$ cat src/rtl/pc_pkg.sv
// Shared types and helpers for the fetch-stage PC predictor.
package pc_pkg;

  // 2-bit saturating branch direction counter
  typedef enum logic [1:0] {
    SNT = 2'b00,
    WNT = 2'b01,
    WT  = 2'b10,
    ST  = 2'b11
  } ctr_t;

  // Step the counter towards strongly-taken, saturating at ST
  function automatic ctr_t ctr_inc(input ctr_t c);
    case (c)
      SNT:     return WNT;
      WNT:     return WT;
      default: return ST;
    endcase
  endfunction

  // Step the counter towards strongly-not-taken, saturating at SNT
  function automatic ctr_t ctr_dec(input ctr_t c);
    case (c)
      ST:      return WT;
      WT:      return WNT;
      default: return SNT;
    endcase
  endfunction

endpackage

$ cat src/rtl/pc_btb.sv
// Direct-mapped branch target buffer: combinational lookup, synchronous update.
module pc_btb
  import pc_pkg::*;
#(
  parameter int unsigned XLEN        = 32,
  parameter int unsigned BTB_ENTRIES = 16
) (
  input  logic            clk,
  input  logic            rst,
  input  logic [XLEN-1:0] lookup_pc,
  output logic            lookup_taken,
  output logic [XLEN-1:0] lookup_target,
  input  logic            update_valid,
  input  logic [XLEN-1:0] update_pc,
  input  logic [XLEN-1:0] update_target,
  input  logic            update_taken
);

  localparam int unsigned IDX_W = $clog2(BTB_ENTRIES);
  localparam int unsigned TAG_W = XLEN - IDX_W - 2;

  typedef struct packed {
    logic             valid;
    logic [TAG_W-1:0] tag;
    logic [XLEN-1:0]  target;
    ctr_t             ctr;
  } btb_entry_t;

  btb_entry_t mem [BTB_ENTRIES];

  logic [IDX_W-1:0] lk_idx, up_idx;
  logic [TAG_W-1:0] lk_tag, up_tag;
  btb_entry_t       lk_e, up_e;
  logic             up_hit;
  logic             unused_lsbs;

  assign lk_idx = lookup_pc[IDX_W+1:2];
  assign lk_tag = lookup_pc[XLEN-1:IDX_W+2];
  assign up_idx = update_pc[IDX_W+1:2];
  assign up_tag = update_pc[XLEN-1:IDX_W+2];

  // Byte offset within the instruction word plays no part in lookup or update
  assign unused_lsbs = ^{lookup_pc[1:0], update_pc[1:0]};

  // Lookup reads pre-update contents; there is no bypass from the update port
  always_comb begin
    lk_e          = mem[lk_idx];
    lookup_taken  = lk_e.valid && (lk_e.tag == lk_tag) && lk_e.ctr[1];
    lookup_target = lk_e.target;
  end

  // Hit detection for the update port
  always_comb begin
    up_e   = mem[up_idx];
    up_hit = up_e.valid && (up_e.tag == up_tag);
  end

  // Storage: async clear, then train counters / allocate on resolved branches
  always_ff @(posedge clk or posedge rst) begin
    if (rst) begin
      for (int unsigned i = 0; i < BTB_ENTRIES; i++) begin
        mem[i].valid  <= 1'b0;
        mem[i].tag    <= '0;
        mem[i].target <= '0;
        mem[i].ctr    <= WNT;
      end
    end else if (update_valid) begin
      if (up_hit) begin
        if (update_taken) begin
          mem[up_idx].ctr    <= ctr_inc(up_e.ctr);
          mem[up_idx].target <= update_target;
        end else begin
          mem[up_idx].ctr <= ctr_dec(up_e.ctr);
        end
      end else if (update_taken) begin
        mem[up_idx].valid  <= 1'b1;
        mem[up_idx].tag    <= up_tag;
        mem[up_idx].target <= update_target;
        mem[up_idx].ctr    <= WT;
      end
    end
  end

endmodule

$ cat src/rtl/pc_predict_unit.sv
// Fetch-stage PC generator with BTB-based next-PC prediction.
module pc_predict_unit
  import pc_pkg::*;
#(
  parameter int unsigned     XLEN         = 32,
  parameter logic [XLEN-1:0] RESET_VECTOR = '0,
  parameter int unsigned     BTB_ENTRIES  = 16,
  parameter int unsigned     INSTR_BYTES  = 4
) (
  input  logic            clk,
  input  logic            rst,
  input  logic            stall_i,
  input  logic            redirect_i,
  input  logic [XLEN-1:0] redirect_pc_i,
  input  logic            update_valid_i,
  input  logic [XLEN-1:0] update_pc_i,
  input  logic [XLEN-1:0] update_target_i,
  input  logic            update_taken_i,
  output logic [XLEN-1:0] pc_o,
  output logic [XLEN-1:0] pc_plus4_o,
  output logic            pred_taken_o,
  output logic [XLEN-1:0] pred_target_o
);

  localparam logic [XLEN-1:0] STEP = XLEN'(INSTR_BYTES);

  logic [XLEN-1:0] btb_target;
  logic [XLEN-1:0] next_pc;

  pc_btb #(
    .XLEN        (XLEN),
    .BTB_ENTRIES (BTB_ENTRIES)
  ) u_btb (
    .clk           (clk),
    .rst           (rst),
    .lookup_pc     (pc_o),
    .lookup_taken  (pred_taken_o),
    .lookup_target (btb_target),
    .update_valid  (update_valid_i),
    .update_pc     (update_pc_i),
    .update_target (update_target_i),
    .update_taken  (update_taken_i)
  );

  // Sequential successor wraps modulo 2^XLEN; prediction overrides it on a BTB hit
  always_comb begin
    pc_plus4_o    = pc_o + STEP;
    pred_target_o = pred_taken_o ? btb_target : pc_plus4_o;
  end

  // Next-PC priority: redirect, then stall, then predicted target
  always_comb begin
    next_pc = pred_target_o;
    if (redirect_i) begin
      next_pc = redirect_pc_i;
    end else if (stall_i) begin
      next_pc = pc_o;
    end
  end

  // Architectural fetch PC register
  always_ff @(posedge clk or posedge rst) begin
    if (rst) begin
      pc_o <= RESET_VECTOR;
    end else begin
      pc_o <= next_pc;
    end
  end

endmodule
$ cat config.mk
export PLATFORM = sky130hd
export DESIGN_NAME = pc_predict_unit
export DESIGN_NICKNAME = d
export VERILOG_FILES = /design/src/rtl/pc_pkg.sv /design/src/rtl/pc_btb.sv /design/src/rtl/pc_predict_unit.sv
export SDC_FILE = /design/constraint.sdc
export NUM_CORES = 2
export LEC_CHECK = 0
export BUFFER_PORTS_ARGS = -buffer_cell sky130_fd_sc_hd__buf_2
export CAP_MARGIN = 20
export CORE_MARGIN = 2
export CORE_UTILIZATION = 60
export DETAILED_ROUTE_END_ITERATION = 12
export GPL_TIMING_DRIVEN = 0
export PLACE_DENSITY = 0.88
export SETUP_SLACK_MARGIN = 0.1
export SYNTH_ARGS = -nofsm -noshare
export SYNTH_HDL_FRONTEND = slang
export SYNTH_SLANG_ARGS = --single-unit
$ cat constraint.sdc
create_clock -name clk -period 82.3 [get_ports clk]
set_input_delay 8.23 -clock clk [delete_from_list [all_inputs] [get_ports clk]]
set_output_delay 8.23 -clock clk [all_outputs]
set_load 0.02 [all_outputs]
==> results.toml <==
[outcome]
status = "complete, no violations"

[cells_and_area]
syn_to_final_growth_pct = 12.70
final_net_count = 3875
fillerInstances = 5203
drive_above_1_share_pct = 41.84

[global_routing]
antenna_found_initial = 22
grt_pass1_vias = 36930
grt_usage_pct = 39.55
grt_pass1_wl_mm = 246.8
grt_max_degree = 133
overflow = 0

[route]
drt-total-wl_mm = 170.0
drt_iter0_markers = 5258
drtPass1Iterations = 8
wl_per_cell_um = 34.26
ant_nets = 0
vias_per_cell = 7.309
num_vias = 36266
drc = 0

[clock_tree]
cts_root_buf = "clkbuf_16"
clkTransAtPathRegs_ns = 0.06
clk_latency_ns = 0.71
postCtsHoldBufs = 0
post_cts_buffers = 0
clock_path_buffers = 3
cts_tree = "yes"
cts_buffers = 103
cts_max_level = 3
clock-sinks = 1008
ctsResizeCount = 0

[timing]
tightest_slew_ns = 1.347
maxSlewViolCount = 0
finalSetupViolCount = 0
tns_ns = 0
timing.hold.ws_ns = 0.4620
slew_headroom_pct = 10.19
rsz0062_at_grt = "no"
finalCriticalPeriod_ns = 15.50
worst_slack_ns = 66.80
fin_worst_skew_ns = 0.02713
period_share_pct = 18.83
max_freq_mhz = 64.52
hold_viol_final = 0

[yosys]
yosys.area.top_type = "dfrtp_1"
synthArstFlopShare_pct = 100.0
syn-instance-count = 3450
yosys_warnings = 0
netlist_area_um2 = 50420
seq_area_frac_synth_pct = 50.07
syn_avg_cell_area_um2 = 14.61
synth_top_cell_area_share_pct = 49.23
synth.area.top_cells = "dfrtp_1, mux2_2, mux4_2"
synth_seq_cells = 1008
synth_top_flop_cell = "dfrtp_1"
synth_edf_count = 0
synth_cell_type_count = 62
synth_nets = 3553

[worst_setup_path]
start_kind = "flop"
worstSetupPathType = "reg -> out"
reg2regPathDepth = 14
r2r-start = "pc_o[2]"
path_max_fanout = 10
rrSetupSlack_ns = 75.27
r2r-end = "pc_o[5]"
cp.arrival_ns = 7.27
cp-end-kind = "primary output"
cp.required_ns = 74.07

[floorplan]
die-width_um = 293.9
rows = 106
start_util_pct = 60.44
die_h_um = 293.9
core_um2 = 83420
die_area_um2 = 86370
ios = 199

[placed_design]
gp_congestion = 0.9857
post-dp-hpwl_mm = 114.1
pre_cts_ws_ns = 67.78
numPortBuffers = 186

[min_path]
min_path_cells = 2
min_from = "u_btb.mem[915]"
hold_class = "reg -> reg"
hold_end = "u_btb.mem[915]"

[power]
finalPower_mw = 1.519
ir_drop_uv = 21.00
leakage_nw = 25.26
p_per_area_nw_per_um2 = 26.73

[run]
drv_cap = 0
[area by class of cell]
type,instances,area [um^2],area share (%)
Multi-Input combinational cell,2115,23790,41.87
Tap cell,1080,1351,2.378
Buffer,306,1313,2.310
Clock inverter,38,519.2,0.9138
Sequential cell,1008,25240,44.43
Antenna cell,20,50.05,0.08808
Inverter,21,86.33,0.1519
Timing Repair Buffer,217,1445,2.543
Clock buffer,157,3020,5.316
[cells by family (layout without fill, tap and decap cells)]
group                    Yosys count  count (layout)  share of synthesized area [%]
multiplexers                    1399            1399                          38.42
adder cells (fa/ha/maj)            3               3                        0.06452
flip-flops                      1008            1008                          50.07
buffers and inverters            327             739                          2.760
AND/OR/NAND/NOR                  421             421                          4.010
other                              0              20                              0
XOR/XNOR                          73              73                          1.268
AO/OA/AOI/OAI                    219             219                          3.407
[per-layer routing]
metal | vias to the layer above | part of all wire (%) | global-route usage, %
met1 | 18417 | 33 | 47.67
met2 | 3178 | 44 | 57.36
met4 | 24 | 8.0 | 26.24
met3 | 943 | 15 | 17.61
met5 | - | 0.29 | 2.723
li1 | 13704 | - | -
[cell usage after synthesis, types with 5 or more instances]
master,n
or2_2,10
inv_1,20
nand2_1,189
dfrtp_1,992
dfstp_2,16
nor4_1,11
nor2_1,66
o221a_2,17
o21a_1,5
nand2b_1,7
a21oi_1,5
xnor2_1,35
nor2_2,6
buf_2,83
nand4_1,19
or3_1,5
clkbuf_1,193
buf_1,16
xor2_1,38
a221oi_1,40
buf_4,12
or2_1,10
a22oi_1,42
mux2i_1,132
o221ai_1,5
and3_1,18
and2_1,5
o21ai_0,44
a221o_1,17
mux4_2,336
mux2_1,194
nor3_2,8
a22o_1,10
nor3_1,13
mux2_2,737
nand3_1,29
nor2b_1,11
[per-stage QoR]
stage | utilization, % | area [um^2] | instances
after global routing | 68.08 | 56800 | 4952
after global placement | 63.17 | 52700 | 4716
after detailed placement | 63.68 | 53120 | 4738
after floorplan | - | 50420 | 3450
after CTS | 67.92 | 56660 | 4933
final | 68.11 | 56820 | 4962
[power breakdown]
| part | total, mW | switching (mW) | leakage [nW] | internal [mW] |
|---|---|---|---|---|
| registers | 0.659 | 0.0692 | 12.7 | 0.590 |
| logic | 0.368 | 0.190 | 10.8 | 0.179 |
| clock network | 0.491 | 0.211 | 1.73 | 0.281 |
| total | 1.52 | 0.469 | 25.3 | 1.05 |
[state kept, by name, indices dropped and copies added (netlist names)]
register	count
pc_o	32
u_btb.mem	976
[cells in the final DEF, fill, tap and decap left out, types with 17 or more instances in the layout]
cell and instances:
a221o_1 17, a221oi_1 40, a22oi_1 42, and3_1 18
buf_2 269, clkbuf_1 223, clkbuf_16 103, clkbuf_8 24
clkinv_2 17, dfrtp_1 992, diode_2 20, inv_1 19
mux2_1 194, mux2_2 737, mux2i_1 132, mux4_2 336
nand2_1 189, nand3_1 29, nand4_1 19, nor2_1 66
o21ai_0 44, o221a_2 17, xnor2_1 35, xor2_1 38
[how the worst max path moves through the flow]
| stage | startpoint | to | slack, ns | depth (start not counted) |
|---|---|---|---|---|
| final | pc_o[2] | pred_target_o[5] | 66.80 | 14 |
| after global routing | pc_o[2] | pred_target_o[5] | 66.91 | 14 |
| after CTS | pc_o[3] | pred_target_o[5] | 66.97 | 12 |
| after detailed placement | pc_o[3] | pred_target_o[5] | 67.78 | 12 |
| after global placement | rst | u_btb.mem[747] | 35.40 | 2 |
| after floorplan | rst | pc_o[0] | 45.73 | 1 |
[critical path, cell delays in order (launching register included)]
cell and delay (ns):
dfrtp_1 0.74, buf_4 0.34, buf_2 0.55, buf_2 0.51
buf_2 0.48, mux2i_1 0.26, a22oi_1 0.11, o221ai_1 0.72
xnor2_1 0.26, nor4_1 0.34, nand4_1 0.15, nor4_1 0.89
buf_2 0.51, mux2_2 0.46, buf_2 0.18
Note: power is estimated with default switching activity, not from simulation.
